--- config.mk ---
export PLATFORM = sky130hd
export DESIGN_NAME = rom_arbiter
export DESIGN_NICKNAME = d
export VERILOG_FILES = /design/src/rtl/rom_arbiter.sv
export SDC_FILE = /design/constraint.sdc
export NUM_CORES = 1
export LEC_CHECK = 0
export CAP_MARGIN = 25
export CORE_UTILIZATION = 34
export DETAILED_ROUTE_END_ITERATION = 8
export HOLD_SLACK_MARGIN = 0.03
export PLACE_DENSITY = 0.77
export SYNTH_ARGS = -nofsm -noshare
export SYNTH_HDL_FRONTEND = slang
export SYNTH_SLANG_ARGS = --single-unit
--- constraint.sdc ---
create_clock -name clk_i -period 1.45 [get_ports clk_i]
set_input_delay 0.3625 -clock clk_i [delete_from_list [all_inputs] [get_ports clk_i]]
set_output_delay 0.3625 -clock clk_i [all_outputs]
set_load 0.1 [all_outputs]
--- src/rtl/rom_arbiter.sv ---
// Round-robin two-port arbiter sharing one combinational ROM; registered address and response.
// Accept at T, rsp valid from T+2; response held until the owner's rsp ready, no new accept meanwhile.
module rom_arbiter #(
   parameter int data_width = 16,
   parameter int addr_width = 8,
   parameter int rom_depth  = 2**addr_width
) (
   input  logic                  clk_i,
   input  logic                  rst_ni,
   input  logic                  req0_valid_i,
   input  logic [addr_width-1:0] req0_addr_i,
   output logic                  req0_ready_o,
   input  logic                  req1_valid_i,
   input  logic [addr_width-1:0] req1_addr_i,
   output logic                  req1_ready_o,
   output logic                  rsp0_valid_o,
   input  logic                  rsp0_ready_i,
   output logic [data_width-1:0] rsp0_data_o,
   output logic                  rsp0_error_o,
   output logic                  rsp1_valid_o,
   input  logic                  rsp1_ready_i,
   output logic [data_width-1:0] rsp1_data_o,
   output logic                  rsp1_error_o,
   output logic [addr_width-1:0] rom_addr_o,
   input  logic [data_width-1:0] rom_data_i,
   input  logic                  rom_error_i
);
   localparam logic [1:0] IDLE = 2'd0;
   localparam logic [1:0] READ = 2'd1;
   localparam logic [1:0] RESP = 2'd2;

   logic [1:0]            state;
   logic                  last_grant;
   logic                  owner;
   logic                  oor;
   logic                  winner;
   logic                  accept;
   logic                  rsp_accept;
   logic [addr_width-1:0] win_addr;
   logic [data_width-1:0] rsp_data;
   logic                  rsp_error;

   // On a tie the port that was not granted last wins.
   always_comb begin
      winner = 1'b0;
      if (req0_valid_i && req1_valid_i) begin
         winner = ~last_grant;
      end else if (req1_valid_i) begin
         winner = 1'b1;
      end
   end

   assign req0_ready_o = (state == IDLE) && req0_valid_i && !winner;
   assign req1_ready_o = (state == IDLE) && req1_valid_i && winner;
   assign accept       = req0_ready_o || req1_ready_o;
   assign win_addr     = winner ? req1_addr_i : req0_addr_i;
   assign rsp_accept   = owner ? rsp1_ready_i : rsp0_ready_i;

   always_ff @(posedge clk_i or negedge rst_ni) begin
      if (!rst_ni) begin
         state      <= IDLE;
         last_grant <= 1'b1;
         owner      <= 1'b0;
         oor        <= 1'b0;
         rom_addr_o <= '0;
         rsp_data   <= '0;
         rsp_error  <= 1'b0;
      end else begin
         case (state)
            IDLE: begin
               if (accept) begin
                  owner      <= winner;
                  last_grant <= winner;
                  rom_addr_o <= win_addr;
                  oor        <= (32'(win_addr) >= 32'(rom_depth));
                  state      <= READ;
               end
            end
            READ: begin
               // ROM data is undefined on error, so never let it through.
               if (oor || rom_error_i) begin
                  rsp_data  <= '0;
                  rsp_error <= 1'b1;
               end else begin
                  rsp_data  <= rom_data_i;
                  rsp_error <= 1'b0;
               end
               state <= RESP;
            end
            RESP: begin
               if (rsp_accept) begin
                  state <= IDLE;
               end
            end
            default: state <= IDLE;
         endcase
      end
   end

   assign rsp0_valid_o = (state == RESP) && !owner;
   assign rsp1_valid_o = (state == RESP) && owner;
   assign rsp0_data_o  = rsp_data;
   assign rsp1_data_o  = rsp_data;
   assign rsp0_error_o = rsp_error;
   assign rsp1_error_o = rsp_error;
endmodule

==> results.tsv <==
stage	metric	value	unit
route	avgRoutedWirePerCell	13.2	um
sta	fin_crit_sh	123	%
hold_path	hp-class	primary input to async pin	
route	wl_met1	1370	um
sta	slew_headroom	83.1	%
final_layout	layout-drive-gt1-share	51.1	%
placed_design	place_inst	257	
setup_path	critPathKind	flip-flop to output pin	
floorplanning	io_pins	85	
sta	worstMarginPinSlew	0.254	ns
final_layout	layout.cells.non_filler	269	
floorplanning	start_util	35.7	%
floorplanning	dieArea	4520	um^2
clock_network	cts_tree	built	
grt	grtUsageTotal	16.0	%
synth	syn-num-nets	173	
placed_design	place_congestion	0.710	
setup_path	slowest_delay	0.54	ns
route	vias_per_cell	4.44	
synth	yosysUniqueCellTypes	21	
synth	syn-cell-area	1450	um^2
route	drt_wl_total	3550	um
synth	synthArstFlopShare	100	%
setup_path	r2r-start	last_grant	
sta	setup_viol	12	
setup_path	worstPathCellList	a21bo_1 > buf_6 > and3_4 > buf_12	
sta	fmax	0.561	GHz
setup_path	rr_endpoint	rom_addr_o[6]	
clock_network	clock_path_buffers	2	
route	first_pass_iters	4	
sta	hold_viol_final	0	
setup_path	reg2reg_depth	6	
sta	drv_slew	0	
clock_network	path_clk_slew	0.06	ns
final_layout	area_growth	106	%
synth	ys_seq_elements	29	
route	drtAntennaViolNets	0	
synth	avgSynthCellArea	10.8	um^2
clock_network	cts_buffers	5	
synth	synth_ff_type	dfrtp_1	
placed_design	numPortBuffers	84	
setup_path	startpoint	last_grant	
setup_path	slowest_stage	dfstp_2	
clock_network	clkLatencyLatePin	0.27	ns
clock_network	cts_root_buffer	clkbuf_8	
synth	seq_area_frac_synth	50.2	%
route	routed-wl-met2	1960	um
sta	min_period	1.78	ns
setup_path	reg2reg_slack	-0.26	ns
outcome	violations	negative setup slack	
route	dr_wl_met3	183	um
clock_network	numClockSinks	29	
route	highest_layer	met4	
setup_path	arrival	1.42	ns
route	drcViolationCount	0	
setup_path	cp_max_fo	2	
synth	synth_enable_flop_cells	0	
route	drtIter0Drc	55	
setup_path	cp.required	1.09	ns
run	cap_violations	0	
synth	yosysWarnings	0	
grt	grt_overflow_total	0	
setup_path	endpoint	req0_ready_o	
floorplanning	fp.dieW	67.3	um
grt	grt_pass1_wl	5160	um
setup_path	critPathCaptureType	output pin	
sta	fin_ws	-0.334	ns
floorplanning	die_y	67.3	um
clock_network	hold_buffers	0	
route	vias	1194	
grt	antenna_found_initial	0	
grt	grt_max_degree	31	
final_layout	final_nets	257	
placed_design	post-place-ws	-0.501	ns
outcome	status	finished with violations	
placed_design	detailed_place_hpwl	2670	um
sta	finalClockSkew	0.00524	ns
synth	syn_inst	134	
final_layout	num_antenna_cells	0	
setup_path	crit_path_start_kind	flip-flop	
clock_network	htree_levels	2	
floorplanning	fp.coreArea	4060	um^2
sta	rsz0062_at_grt	yes	
floorplanning	core.rowCount	23	
grt	grt_pass1_vias	1065	
==> synthesized netlist by cell type (all sizes together) (2+ instances only) <==
master	instances	share of area, %
clkbuf	4	1.0
inv	2	0.52
mux2	18	16
nand2	17	4.4
buf	19	9.9
nand2b	18	7.8
dfrtp	28	48
nor2	3	0.78
o21ai	18	6.5
==> cell type report <==
class	instances	area, um^2
fill	251	1070
sequential	29	749
timing repair buffer	100	1450
clock inverter	1	30.0
tap	50	62.6
clock buffer	7	86.3
multi-input combinational	80	601
inverter	2	7.51
==> critical path: cells and delay by family (launching register included) <==
kind                   cells  cell delay [ns]
DFF                        1             0.54
AOI/OAI and AO/OA          1             0.15
and+or+nand+nor            1             0.19
buffers and inverters      2             0.28
==> layer usage <==
metal,global-route usage [%],vias up
met5,0,-
met1,19.4,553
met2,26.4,44
met4,6.38,0
li1,-,593
met3,4.90,4
==> kinds of logic after synthesis <==
| group | after synthesis | share of synthesized area, % |
|---|---|---|
| buffers and inverters | 25 | 11.4 |
| muxes | 18 | 16.1 |
| AOI/OAI and AO/OA | 22 | 8.47 |
| DFF | 29 | 50.2 |
| and+or+nand+nor | 40 | 13.8 |
==> cells in the final DEF, fill, tap and decap left out, types with 2 or more instances in the layout <==
| master | Yosys | routed |
|---|---|---|
| o21ai_0 | 16 | 16 |
| buf_12 | 0 | 48 |
| mux2_2 | 10 | 8 |
| nand2b_1 | 18 | 17 |
| mux2_4 | 8 | 10 |
| clkbuf_8 | 0 | 6 |
| nor2_4 | 0 | 2 |
| dfrtp_2 | 0 | 18 |
| inv_1 | 2 | 2 |
| nand2_1 | 17 | 17 |
| dfrtp_1 | 28 | 10 |
| clkdlybuf4s50_1 | 0 | 36 |
| dlygate4sd2_1 | 0 | 2 |
| buf_4 | 17 | 13 |
==> worst min path at each step <==
stage | cells past startpoint | slack [ns] | endpoint | start
after detailed placement | 2 | 0.56 | rsp0_data_o[8] | rsp0_data_o[8]
after global placement | 2 | 0.55 | rsp0_data_o[8] | rsp0_data_o[8]
after CTS | 2 | 0.42 | owner | rst_ni
final | 2 | 0.42 | owner | rst_ni
after floorplan | 0 | 0.07 | owner | rst_ni
after global routing | 2 | 0.42 | owner | rst_ni
==> registers in the layout, indices dropped and copies added, names as in the netlist <==
name	flops
state	2
rom_addr_o	8
rsp0_error_o	1
rsp0_data_o	16
last_grant	1
owner	1
==> what timing repair did <==
action / 4_1_cts / 5_1_grt
gates cloned: 0 / 0
pin swaps: 3 / 1
gates resized for setup: 4 / 6
setup buffers: 3 / 1
setup endpoints to repair: 12 / 12
==> per-stage QoR <==
stage	util, %	hold slack (ns)	TNS, ns	cell area, um^2
floorplan	-	0.0669	-0.842	1500
global placement	69.3	0.553	-4.94	2810
detailed placement	69.3	0.562	-5.02	2810
CTS	72.8	0.418	-2.31	2950
global route	73.5	0.424	-3.18	2980
finish	73.5	0.424	-2.75	2980
Power is not shown: default switching activity piles up to over one toggle a cycle in this logic, so the estimate is an artifact.
